$ cat config.mk
export PLATFORM = sky130hd
export DESIGN_NAME = display_scan_controller
export DESIGN_NICKNAME = d
export VERILOG_FILES = /design/src/rtl/display_scan_controller.sv
export SDC_FILE = /design/constraint.sdc
export NUM_CORES = 1
export LEC_CHECK = 0
export BUFFER_PORTS_ARGS = -buffer_cell sky130_fd_sc_hd__buf_2
export CAP_MARGIN = 20
export CORE_ASPECT_RATIO = 0.8
export CORE_MARGIN = 2
export CORE_UTILIZATION = 60
export CTS_CLUSTER_DIAMETER = 30
export CTS_CLUSTER_SIZE = 8
export DETAILED_ROUTE_END_ITERATION = 12
export GPL_ROUTABILITY_DRIVEN = 0
export PLACE_DENSITY = 0.8
export SYNTH_ARGS = -nofsm -noshare
export SYNTH_HDL_FRONTEND = slang
export SYNTH_SLANG_ARGS = --single-unit
$ cat constraint.sdc
create_clock -name clk -period 3.37 [get_ports clk]
set_clock_uncertainty 0.2 [all_clocks]
set_input_delay 0.337 -clock clk [delete_from_list [all_inputs] [get_ports clk]]
set_output_delay 0.337 -clock clk [all_outputs]
set_load 0.01 [all_outputs]
$ cat src/rtl/display_scan_controller.sv
// Round-robin scan controller for DIGITS common-anode 7-segment digits sharing one decoder.
// Each digit slot is a BLANK gap (all digits off) followed by a SHOW window for that digit.
module display_scan_controller #(
   parameter int DIGITS       = 8,
   parameter int SCAN_DIV     = 50000,
   parameter int BLANK_CYCLES = 16,
   parameter int BLINK_FRAMES = 64
) (
   input  logic                      clk,
   input  logic                      rst,
   input  logic                      enable,
   input  logic                      wr_en,
   input  logic [$clog2(DIGITS)-1:0] wr_addr,
   input  logic [5:0]                wr_data,
   input  logic [DIGITS-1:0]         blink_mask,
   output logic [5:0]                char_code,
   output logic [DIGITS-1:0]         digit_n,
   output logic                      frame_done
);

   localparam int IW      = $clog2(DIGITS);
   localparam int CNT_MAX = (SCAN_DIV > BLANK_CYCLES) ? SCAN_DIV : BLANK_CYCLES;
   localparam int CW      = $clog2(CNT_MAX + 1);
   localparam int FW      = $clog2(BLINK_FRAMES + 1);
   localparam logic [5:0] BLANK_CODE = 6'h3F;

   typedef enum logic [1:0] {
      IDLE  = 2'd0,
      BLANK = 2'd1,
      SHOW  = 2'd2
   } state_t;

   state_t          state_q, state_d;
   logic [IW-1:0]   idx_q, idx_d;
   logic [CW-1:0]   cnt_q, cnt_d;
   logic [FW-1:0]   frame_q, frame_d;
   logic            blink_q, blink_d;
   logic [5:0]      buf_q [DIGITS];
   logic [5:0]      buf_d [DIGITS];
   logic            frame_end;
   logic [5:0]      char_d;
   logic [DIGITS-1:0] digit_d;
   logic [DIGITS-1:0] digit_sel;

   // State register: FSM, counters, character buffer and registered outputs.
   always_ff @(posedge clk or posedge rst) begin
      if (rst) begin
         state_q    <= IDLE;
         idx_q      <= '0;
         cnt_q      <= '0;
         frame_q    <= '0;
         blink_q    <= 1'b0;
         for (int i = 0; i < DIGITS; i++) begin
            buf_q[i] <= BLANK_CODE;
         end
         char_code  <= BLANK_CODE;
         digit_n    <= '1;
         frame_done <= 1'b0;
      end else begin
         state_q    <= state_d;
         idx_q      <= idx_d;
         cnt_q      <= cnt_d;
         frame_q    <= frame_d;
         blink_q    <= blink_d;
         for (int i = 0; i < DIGITS; i++) begin
            buf_q[i] <= buf_d[i];
         end
         char_code  <= char_d;
         digit_n    <= digit_d;
         frame_done <= frame_end;
      end
   end

   // Addresses at or beyond DIGITS match no entry, so such writes fall through.
   always_comb begin
      for (int i = 0; i < DIGITS; i++) begin
         buf_d[i] = buf_q[i];
         if (wr_en && (wr_addr == IW'(i))) begin
            buf_d[i] = wr_data;
         end
      end
   end

   // Next-state logic.
   always_comb begin
      state_d   = state_q;
      idx_d     = idx_q;
      cnt_d     = cnt_q;
      frame_d   = frame_q;
      blink_d   = blink_q;
      frame_end = 1'b0;
      case (state_q)
         IDLE: begin
            if (enable) begin
               state_d = BLANK;
               idx_d   = '0;
               cnt_d   = '0;
            end
         end
         BLANK: begin
            if (!enable) begin
               state_d = IDLE;
               idx_d   = '0;
               cnt_d   = '0;
               frame_d = '0;
            end else if (cnt_q == CW'(BLANK_CYCLES - 1)) begin
               state_d = SHOW;
               cnt_d   = '0;
            end else begin
               cnt_d = cnt_q + CW'(1);
            end
         end
         SHOW: begin
            if (!enable) begin
               state_d = IDLE;
               idx_d   = '0;
               cnt_d   = '0;
               frame_d = '0;
            end else if (cnt_q == CW'(SCAN_DIV - 1)) begin
               state_d = BLANK;
               cnt_d   = '0;
               if (idx_q == IW'(DIGITS - 1)) begin
                  idx_d     = '0;
                  frame_end = 1'b1;
               end else begin
                  idx_d = idx_q + IW'(1);
               end
            end else begin
               cnt_d = cnt_q + CW'(1);
            end
         end
         default: begin
            state_d = IDLE;
            idx_d   = '0;
            cnt_d   = '0;
            frame_d = '0;
         end
      endcase
      // Blink phase flips after BLINK_FRAMES completed frames; aborts never reach here.
      if (frame_end) begin
         if (frame_q == FW'(BLINK_FRAMES - 1)) begin
            frame_d = '0;
            blink_d = ~blink_q;
         end else begin
            frame_d = frame_q + FW'(1);
         end
      end
   end

   // Outputs are computed from next-state values so the registered pins line up with
   // the state they describe; a buffer write shows on char_code one cycle later.
   always_comb begin
      char_d    = BLANK_CODE;
      digit_d   = '1;
      digit_sel = DIGITS'(1) << idx_d;
      case (state_d)
         BLANK: begin
            char_d = (blink_mask[idx_d] && blink_d) ? BLANK_CODE : buf_d[idx_d];
         end
         SHOW: begin
            char_d  = (blink_mask[idx_d] && blink_d) ? BLANK_CODE : buf_d[idx_d];
            digit_d = ~digit_sel;
         end
         default: begin
            char_d  = BLANK_CODE;
            digit_d = '1;
         end
      endcase
   end

endmodule

==> flow_summary.ini <==
[run_status]
status = finished clean

[yosys]
synth-main-ff-cell = dfstp_2
syn_area_per_cell_sq_um = 11.59
synth.distinct_cells = 60
synth.area.top_cells = dfstp_2 (35%), dfrtp_1 (16%), mux2_2 (12%), mux2i_1 (3.0%), ha_1 (2.7%)
synth_top_area_frac = 0.3513
ys_ff_latch = 92
synth_nets = 431
yosys-top-cells-count = dfstp_2 (62), mux2_2 (49), dfrtp_1 (30), nor2_1 (26), nand3_1 (24)
yosysWarnings = 0
syn_inst = 400
async_flop_share = 1.000
synth_edf_count = 0
netlist_area_sq_mm = 0.004637
synth_most_common_cell = dfstp_2
yosys.area.top_type = dfstp_2
ys_seq_area_frac = 0.5132

[setup_path]
reg2reg_to = char_code[0]$_DFF_PP1_
crit_fanout = 13
cp.arrival_ns = 3.39
crit_path_top_delay_cell = or4_1
critPathTopFamily = compound AO/OA/AOI/OAI gates
cp.required_ns = 3.45
path_cells = ha_1 > or4b_4 > or4_1 > a221oi_2 > o31a_1 > inv_2 > a21o_1 > o221ai_2 > o211ai_1
r2r_cells = 9
crit_buf_inv = 1
worst-setup-path-type = flop to flop
timing.rr.start = cnt_q[0]$_DFFE_PP0P_
end_kind = flop
worstSetupStartpointType = flop
critical_path.max_stage_delay_ns = 0.56
rrSetupSlack_ns = 0.06

[timing]
finalSetupViolations = 0
min_period_ns = 3.311
hold_violations = 0
min_period_over_period = 0.9824
fmax_mhz = 302.1
slew_violations = 0
fin_tns_setup_ns = 0
worst_pin_slew_ns = 0.5835
max_slew_margin = 0.6049

[global_routing]
grt_pass1_wl_mm = 15.78
grt_pass1_vias = 3108
grt_antenna_before_repair = 0
grt_use_total = 0.2447
gr-total-overflow = 0
grt_max_degree = 63

[floorplan]
dieArea_sq_mm = 0.008452
initial_core_util = 0.6214
top_level_ports = 36
coreArea_sq_mm = 0.007462
die_y_um = 82.63
num_rows = 28
die_width_um = 102.3

[routing]
vias = 3378
drc = 0
viasPerCell = 6.043
first_iter_violations = 190
met2WireLength_mm = 4.571
wire_per_inst_um = 18.04
first_pass_iters = 4
dr.max_layer_used = met4
met3WireLength_um = 570
met1_length_mm = 4.845
drt.antenna.violating_nets = 0
routed_wl_mm = 10.08

[pwr]
p_int_mw = 1.920
power_mw = 2.747
clkPwrFrac = 0.272
p_leak_nw = 2.055
ir_drop_mv = 0.2585
seqPwrFrac = 0.525
p_comb_frac = 0.202
p_sw_uw = 826.7
power_density_mw_per_mm2 = 524.8
switching_share = 0.3009

[clock_network]
htree_levels = 3
clkSinkCount = 92
clock_latency_ns = 0.38
root_buffer = clkbuf_8
cts_buffer_depth = 2
cts.reportedPaths.clkPinSlew_ns = 0.11
cts_inserted_buffers = 9
cts_tree = done

[place]
place.port_buffers = 35
place_hpwl_mm = 6.925
dp_cells = 536

[worst_hold_path]
worstHoldStart = wr_data[4]
hold_depth = 2
min_to = buf_q[22]$_DFF_PP1_
hp-class = input port to flop

[finish]
nFillCells = 550
drive_gt1_frac = 0.4339
area_growth_pct = 12.87
finalNonFillerCells = 559
antenna_cells = 0
nNetsFinal = 480

[run]
maxCapViolCount = 0
## final cells by class
class / count / area, sq um / area share
timing repair buffer: 54 / 340.3 / 0.06503
clock buffer: 9 / 123.9 / 0.02367
multi-input combinational: 280 / 2131 / 0.4071
clock inverter: 7 / 81.33 / 0.01554
tap: 105 / 131.4 / 0.02510
inverter: 12 / 46.29 / 0.008845
sequential: 92 / 2380 / 0.4547
## sequential cells by signal, summed over array words and instances (netlist names)
| register | count |
|---|---|
| buf_q | 48 |
| cnt_q | 16 |
| digit_n | 8 |
| frame_q | 7 |
| char_code | 6 |
| idx_q | 3 |
| state_q | 2 |
| blink_q | 1 |
| frame_done | 1 |
## logic make-up after synthesis
kind of cell | count (synthesis) | synth area share
adder cells (fa/ha/maj) | 10 | 0.02698
XOR/XNOR | 11 | 0.02078
multiplexers | 65 | 0.1554
buffers and inverters | 29 | 0.03157
flip-flops | 92 | 0.5132
AND/OR/NAND/NOR | 120 | 0.1395
AO/OA/AOI/OAI | 73 | 0.1125
## cell usage in the layout, fill, tap and decap left out, types with 6 or more instances in the layout
cell type  count
or3_1          7
o21ai_1        7
mux2i_1       14
clkbuf_8       9
o211ai_1       6
nor2_1        26
ha_1          10
inv_1          9
buf_2         35
nor3_1         6
dfrtp_1       30
mux2_2        49
xor2_1         6
buf_4         17
nand4_1       10
nand2_1       21
o21ai_0       18
a21oi_1        7
a221oi_1      10
dfstp_2       62
nand3_1       24
## timing repair
item	in CTS	in global routing
gates resized for setup	0	4
hold buffers	1	0
endpoints found under the setup margin	0	6
buffers inserted	0	4
endpoints found under the hold margin	7	0
## per-stage QoR
step / util / worst slack [ns] / area, sq um / hold WS [ns]
3_5_place_dp: 0.6621 / 0.07587 / 4941 / 0.2787
4_1_cts: 0.6910 / 0.02995 / 5156 / 0.1095
2_1_floorplan: - / 0.3429 / 4637 / 0.2489
6_report: 0.7014 / 0.05941 / 5234 / 0.1201
5_1_grt: 0.7014 / -0.03053 / 5234 / 0.1276
3_3_place_gp: 0.6621 / 0.2247 / 4941 / 0.2719
## layer usage
layer  track usage  vias up
li1              -     1569
met1        0.3645     1690
met2        0.3684      109
met3       0.04714       10
met4       0.06400        0
met5             0        -
## power groups by stage
stage	registers (mW)	logic, mW	clock network [mW]
CTS	1.44	0.542	0.762
global placement	1.45	0.522	0
floorplan	1.46	0.365	0
detailed placement	1.46	0.537	0
global route	1.46	0.614	0.808
finish	1.44	0.556	0.748
## worst max-delay path by stage
stage | slack, ns | cells past startpoint | end | from
2_1_floorplan | 0.34 | 10 | char_code[4]$_DFF_PP1_ | cnt_q[0]$_DFFE_PP0P_
3_3_place_gp | 0.22 | 10 | char_code[3]$_DFF_PP1_ | cnt_q[0]$_DFFE_PP0P_
3_5_place_dp | 0.08 | 9 | char_code[0]$_DFF_PP1_ | cnt_q[0]$_DFFE_PP0P_
4_1_cts | 0.03 | 9 | char_code[0]$_DFF_PP1_ | cnt_q[0]$_DFFE_PP0P_
5_1_grt | -0.03 | 11 | char_code[0]$_DFF_PP1_ | cnt_q[0]$_DFFE_PP0P_
6_report | 0.06 | 9 | char_code[0]$_DFF_PP1_ | cnt_q[0]$_DFFE_PP0P_
Power figures use the tool's default switching activity.
